**src/rtl/perm_seq_ctrl.sv**
```systemverilog
// ============================================================================
// perm_seq_ctrl
// ----------------------------------------------------------------------------
// Sequencer / controller for the 4-bit permutation-walk state register.
// The block owns the state register and decides when it steps. The next
// value is looked up by an external combinational table: we drive cur_state
// out and take next_in back in the same cycle.
//
// Operations:
//   single-step : one step per step_btn press (IDLE only)
//   free-run    : run_btn toggles RUN; in RUN a step happens every period+1
//                 clock cycles (optionally stopping when the walk returns to
//                 INIT)
//   clear       : clr_btn returns the state to INIT and zeroes the step count
//
// The cycle length of the permutation (steps taken from INIT back to INIT)
// is latched into cycle_len for display on the seven-segment digits.
//
// Ports:
//   hz100       in   system clock, the only clock
//   reset       in   synchronous active-high reset, beats every other input
//   step_btn    in   raw pushbutton, request one step
//   run_btn     in   raw pushbutton, toggle RUN / IDLE
//   clr_btn     in   raw pushbutton, clear state and step count
//   period      in   run-mode step interval minus 1, in clock cycles
//   next_in     in   table output for the value currently on cur_state
//   cur_state   out  current state register
//   running     out  registered "FSM is in RUN"
//   step_pulse  out  high in the cycle a step is committed
//   step_count  out  steps since last clear/reset, saturating at 31
//   cycle_len   out  step count latched at the last return to INIT (0 = none)
//   cycle_done  out  high in the cycle a committed step lands on INIT
// ============================================================================
module perm_seq_ctrl #(
    parameter int           W             = 4,
    parameter logic [W-1:0] INIT          = '0,
    parameter int           DIV_W         = 7,
    parameter bit           STOP_ON_CYCLE = 1'b1
) (
    input  logic             hz100,
    input  logic             reset,
    input  logic             step_btn,
    input  logic             run_btn,
    input  logic             clr_btn,
    input  logic [DIV_W-1:0] period,
    input  logic [W-1:0]     next_in,
    output logic [W-1:0]     cur_state,
    output logic             running,
    output logic             step_pulse,
    output logic [4:0]       step_count,
    output logic [4:0]       cycle_len,
    output logic             cycle_done
);

    // ------------------------------------------------------------------------
    // Types and state
    // ------------------------------------------------------------------------
    typedef enum logic {
        IDLE = 1'b0,
        RUN  = 1'b1
    } fsmState_e;

    // Bit positions of the three buttons inside the packed button vectors.
    localparam int BTN_STEP = 0;
    localparam int BTN_RUN  = 1;
    localparam int BTN_CLR  = 2;

    localparam logic [4:0] COUNT_MAX = 5'd31;

    fsmState_e        fsm_q, fsm_d;
    logic [W-1:0]     curState_q, curState_d;
    logic [4:0]       stepCount_q, stepCount_d;
    logic [4:0]       cycleLen_q, cycleLen_d;
    logic [DIV_W-1:0] presc_q, presc_d;
    logic             running_q;

    // Button conditioning registers, one bit per button.
    logic [2:0] btnRaw;
    logic [2:0] sync1_q;
    logic [2:0] sync2_q;
    logic [2:0] prev_q;
    logic [2:0] armed_q;
    logic [1:0] warm_q;
    logic [2:0] btnEvent;

    // Internal decode of the conditioned buttons and the commit condition.
    logic       stepEv;
    logic       runEv;
    logic       clrEv;
    logic       commit;
    logic       landsOnInit;
    logic [4:0] stepCountInc;

    assign btnRaw = {clr_btn, run_btn, step_btn};

    // ------------------------------------------------------------------------
    // Button synchronizers and rising-edge detectors.
    // Each raw button goes through two flops before it is trusted, then a
    // third flop remembers the previous synchronized level so a rising edge
    // shows up as a single-cycle event on the third clock after the press.
    // Holding the button keeps sync2 high, so only one event is produced.
    //
    // The armed bit stops a button that was already held when reset released
    // from looking like a fresh press: the synchronizer restarts from 0, so
    // without it the first real sample of a held button would read as an
    // edge. warm_q tracks when sync2 has started reflecting the real pin; a
    // button is armed only once it has been seen low after that point.
    // ------------------------------------------------------------------------
    always_ff @(posedge hz100) begin
        if (reset) begin
            sync1_q <= '0;
            sync2_q <= '0;
            prev_q  <= '0;
            armed_q <= '0;
            warm_q  <= '0;
        end else begin
            sync1_q <= btnRaw;
            sync2_q <= sync1_q;
            prev_q  <= sync2_q;
            warm_q  <= {warm_q[0], 1'b1};
            if (warm_q[1]) begin
                armed_q <= armed_q | ~sync2_q;
            end
        end
    end

    assign btnEvent = sync2_q & ~prev_q & armed_q;
    assign stepEv   = btnEvent[BTN_STEP];
    assign runEv    = btnEvent[BTN_RUN];
    assign clrEv    = btnEvent[BTN_CLR];

    // Saturating increment shared by step_count and the cycle_len latch, and
    // the "this step closes the cycle" test on the table output.
    assign stepCountInc = (stepCount_q == COUNT_MAX) ? COUNT_MAX
                                                     : stepCount_q + 5'd1;
    assign landsOnInit  = (next_in == INIT);

    // ------------------------------------------------------------------------
    // Next-state logic for the sequencer FSM and its datapath.
    // Priority, highest first: reset (handled in the register block and by
    // masking commit here), clear, then the per-state behaviour. In IDLE the
    // run button beats the step button. In RUN the run button beats a
    // coincident prescaler hit so stopping never sneaks in an extra step.
    // The prescaler compare uses >= so a period lowered mid-run below the
    // current count still fires at the next compare instead of wrapping.
    // ------------------------------------------------------------------------
    always_comb begin
        fsm_d       = fsm_q;
        curState_d  = curState_q;
        stepCount_d = stepCount_q;
        cycleLen_d  = cycleLen_q;
        presc_d     = presc_q;
        commit      = 1'b0;

        if (reset) begin
            commit = 1'b0;
        end else if (clrEv) begin
            fsm_d       = IDLE;
            curState_d  = INIT;
            stepCount_d = '0;
            presc_d     = '0;
        end else begin
            case (fsm_q)
                IDLE: begin
                    presc_d = '0;
                    if (runEv) begin
                        fsm_d = RUN;
                    end else if (stepEv) begin
                        commit = 1'b1;
                    end
                end
                RUN: begin
                    if (runEv) begin
                        fsm_d   = IDLE;
                        presc_d = '0;
                    end else if (presc_q >= period) begin
                        commit  = 1'b1;
                        presc_d = '0;
                        if (STOP_ON_CYCLE && landsOnInit) begin
                            fsm_d = IDLE;
                        end
                    end else begin
                        presc_d = presc_q + 1'b1;
                    end
                end
                default: begin
                    fsm_d   = IDLE;
                    presc_d = '0;
                end
            endcase
        end

        if (commit) begin
            curState_d  = next_in;
            stepCount_d = stepCountInc;
            if (landsOnInit) begin
                cycleLen_d = stepCountInc;
            end
        end
    end

    // ------------------------------------------------------------------------
    // State registers. running is registered from the next FSM state so it
    // always matches the FSM register without a cycle of lag.
    // ------------------------------------------------------------------------
    always_ff @(posedge hz100) begin
        if (reset) begin
            fsm_q       <= IDLE;
            curState_q  <= INIT;
            stepCount_q <= '0;
            cycleLen_q  <= '0;
            presc_q     <= '0;
            running_q   <= 1'b0;
        end else begin
            fsm_q       <= fsm_d;
            curState_q  <= curState_d;
            stepCount_q <= stepCount_d;
            cycleLen_q  <= cycleLen_d;
            presc_q     <= presc_d;
            running_q   <= (fsm_d == RUN);
        end
    end

    // ------------------------------------------------------------------------
    // Outputs. The pulses come straight from the commit condition, which is
    // already forced low during reset and clear.
    // ------------------------------------------------------------------------
    assign cur_state  = curState_q;
    assign running    = running_q;
    assign step_count = stepCount_q;
    assign cycle_len  = cycleLen_q;
    assign step_pulse = commit;
    assign cycle_done = commit & landsOnInit;

endmodule
```
**config.mk**
```make
export PLATFORM = sky130hd
export DESIGN_NAME = perm_seq_ctrl
export DESIGN_NICKNAME = d
export VERILOG_FILES = /design/src/rtl/perm_seq_ctrl.sv
export SDC_FILE = /design/constraint.sdc
export NUM_CORES = 1
export LEC_CHECK = 0
export ABC_AREA = 0
export BUFFER_PORTS_ARGS = -buffer_cell sky130_fd_sc_hd__buf_2
export CAP_MARGIN = 20
export CORE_MARGIN = 4
export CORE_UTILIZATION = 47
export DETAILED_ROUTE_END_ITERATION = 16
export PLACE_DENSITY_LB_ADDON = 0.1
export SLEW_MARGIN = 5
export SYNTH_ARGS = -nofsm -noshare
export SYNTH_HDL_FRONTEND = slang
export SYNTH_SLANG_ARGS = --single-unit
export TNS_END_PERCENT = 5
```
**constraint.sdc**
```tcl
create_clock -name hz100 -period 2.25 [get_ports hz100]
set_input_delay 0.1125 -clock hz100 [delete_from_list [all_inputs] [get_ports hz100]]
set_output_delay 0.1125 -clock hz100 [all_outputs]
set_load 0.03 [all_outputs]
```
==> run summary <==
======================================================================================
Wirelength, routed                                                             2730 µm
Unrepaired setup endpoints after global routing                                   true
Count of yosys warnings during synthesis                                             0
Reported leakage power                                                        0.833 nW
Master cell of the clock root buffer                                          clkbuf_4
Main flop type after synthesis                                                 dfxtp_1
Final Cell Area                                                            0.00188 mm²
First-pass GRT wire length                                                     4930 µm
Finished Layout Cells                                                              249
Number of distinct library cells after synthesis                                    27
GRT Util Overall                                                                 15.2%
Buffers on Ports                                                                    32
Number of global-route vias before repair                                         1130
Via count                                                                         1197
Core Area                                                                  0.00305 mm²
Number of antenna violations at the first check in global routing                    0
DRT Pass-1 Iters                                                                     4
Mean Syn Cell Area                                                            9.37 µm²
Final TNS setup                                                                   0 ns
Area of combinational cells with multiple inputs                               746 µm²
Relative max-transition margin                                                   72.1%
Largest area contributor in the netlist                                        dfxtp_1
Number of setup violations in the final report                                       0
Number of levels in the clock H-tree                                                 2
Final net count                                                                    229
Clock slew at the register clock pins of the worst setup and hold paths        0.11 ns
Die Height                                                                     64.5 µm
Most used standard cells in the synthesized netlist                       dfxtp_1, nand2_1, nor2_1
Total clock buffers created by CTS                                                   5
Crit path required time                                                        2.14 ns
Min cycle time layout                                                          2.15 ns
Number of hold-slack violations in the final timing report                           0
Post-placement worst setup slack                                             0.0509 ns
Share of post-route cells with drive strength above 1                            26.3%
I/O pin count                                                                       33
Capturing element type of the critical path                                output port
Hold WS                                                                      0.0292 ns
Layout-stage area growth over the synthesis result                               25.2%
Post-synthesis instance total                                                      160
Post-Route Skew                                                             0.00598 ns
DRC violations left                                                                  0
Max VDD drop                                                                  0.473 mV
Placed cell count                                                                  234
Effective utilization at floorplan                                               49.1%
Pwr Total                                                                      1.15 mW
Post-synthesis net count                                                           185
Count of standard-cell rows                                                         20
Count of flip-flops with a built-in enable after synthesis                           0
Number of fill cells in the layout                                                 288
Per-cell routed wire length                                                    11.0 µm
Largest net degree at the start of global routing                                   18
Least setup slack across all paths after layout                               0.101 ns
Top cells by area, synth                                                  dfxtp_1, mux2i_1, ha_1, nand2_1, nor2_1
Worst-skew pair later-pin latency                                              0.34 ns
Clock sink count                                                                    36
Area taken by flip-flops and latches                                           722 µm²
Routability congestion estimate                                                  0.838
Highest clock frequency the design can meet                                    465 MHz
Sum of overflow across all layers after global routing                               0
Crit path arrival time                                                         2.04 ns
Cell area after synthesis                                                  0.00150 mm²
End-of-flow core utilization                                                     61.5%
Diodes inserted                                                                      0
Pwr Density                                                                 611 mW/mm²
Most frequent cell after synthesis                                             dfxtp_1
Placed standard-cell area                                                  0.00171 mm²
Max-cap violations                                                                   0
Worst-case clock buffer depth                                                        2
Start-to-end type of the worst setup path                                 flop to output port
Largest fanout on the critical path                                                  4
Hold crit path type                                                       input port to flop
Outcome                                                                   finished clean
Via density per instance                                                          4.81
Width of the die                                                               64.5 µm
Transition time at the pin with the least slew margin                         0.415 ns
Worst Setup Start Kind                                                            flop
Count of routing violations after the opening detailed-route iteration              54
Synthesized flop and latch total                                                    36
Async SR Flop Fraction                                                              0%
Sequential fraction of the synthesis area                                        48.1%
Area enclosed by the die boundary                                          0.00416 mm²
Count of nets left with antenna violations after detail routing                      0
Area share of the leading cell type in the synthesized netlist                   48.1%
DP Wirelength                                                                  1990 µm
Period utilization                                                               95.5%
Final count of pins violating max slew                                               0
CTS tree                                                                           yes
======================================================================================
-- cells in the final DEF (no fill, tap or decap), types with 2 or more instances in the layout --
master,netlist,routed
ha_1,9,8
nand3_1,5,5
clkbuf_4,0,5
nand2_1,24,24
buf_4,0,5
nand4_1,2,2
nor2_1,17,17
buf_6,0,2
and3_1,2,2
o21ai_0,3,3
buf_2,0,30
xnor2_1,4,4
nor2b_1,8,8
dlygate4sd3_1,0,3
inv_1,14,13
dfxtp_1,36,35
mux2i_1,12,12
a21oi_1,4,4
a31oi_1,2,2
clkinvlp_4,0,2
xor2_1,3,3
-- registers in the layout (all words and copies together) (netlist names) --
| name | cells |
|---|---|
| running | 1 |
| prev_q | 3 |
| presc_q | 7 |
| cycle_len | 5 |
| warm_q | 2 |
| step_count | 5 |
| sync1_q | 3 |
| sync2_q | 3 |
| armed_q | 3 |
| cur_state | 4 |
-- final timing paths --
path | from | endpoint | slack [ns] | cells past startpoint
min reg2reg | warm_q[0] | warm_q[1] | 0.45 | 1
max reg2reg | presc_q[0] | cycle_len[4] | 0.16 | 9
min | next_in[1] | cur_state[1] | 0.03 | 3
max | presc_q[0] | cycle_done | 0.10 | 8
-- cells by family (layout without fill, tap and decap cells) --
group | Yosys count | in the layout | synth area share, %
simple gates | 64 | 64 | 20.0
flops | 36 | 36 | 48.1
buf+inv | 17 | 62 | 4.26
compound gates | 14 | 14 | 7.35
mux | 13 | 13 | 8.76
fa+ha+maj | 9 | 9 | 7.51
xor+xnor | 7 | 7 | 4.09
-- per-layer routing --
layer  part of all wire, %  GRT usage (%)  vias up
met5                     0              0        -
met4                   1.2           3.96        0
met3                   7.0           7.28        5
met2                    44           23.6       30
met1                    47           18.8      546
li1                      -              -      616
-- power by group --
| part | internal [mW] | switching, mW | leakage [nW] | total (mW) |
|---|---|---|---|---|
| logic | 0.0602 | 0.0707 | 0.512 | 0.131 |
| registers | 0.656 | 0.00927 | 0.294 | 0.666 |
| clock network | 0.123 | 0.227 | 0.0274 | 0.350 |
-- area by class of cell --
| class | count | area share (%) |
|---|---|---|
| clock buffer | 5 | 2.00 |
| clock inverter | 3 | 1.27 |
| inverter | 14 | 2.80 |
| multi-input combinational | 107 | 39.7 |
| sequential | 36 | 38.5 |
| tap | 44 | 2.93 |
| timing repair buffer | 40 | 12.8 |
-- critical path: stages (launching register included) --
cell and delay [ns]:
dfxtp_2 0.36, inv_2 0.04, ha_4 0.20, nand2b_4 0.13, a211o_1 0.29, a2111oi_4 0.29
buf_4 0.20, nor3b_4 0.05, buf_6 0.14
-- what timing repair did --
item,4_1_cts,5_1_grt
pin swaps,4,0
setup buffers,4,0
hold endpoints to repair,3,0
hold buffers,3,0
endpoints found under the setup margin,2,2
resized for setup,5,6
No activity file was read; power rests on OpenSTA's default activity.
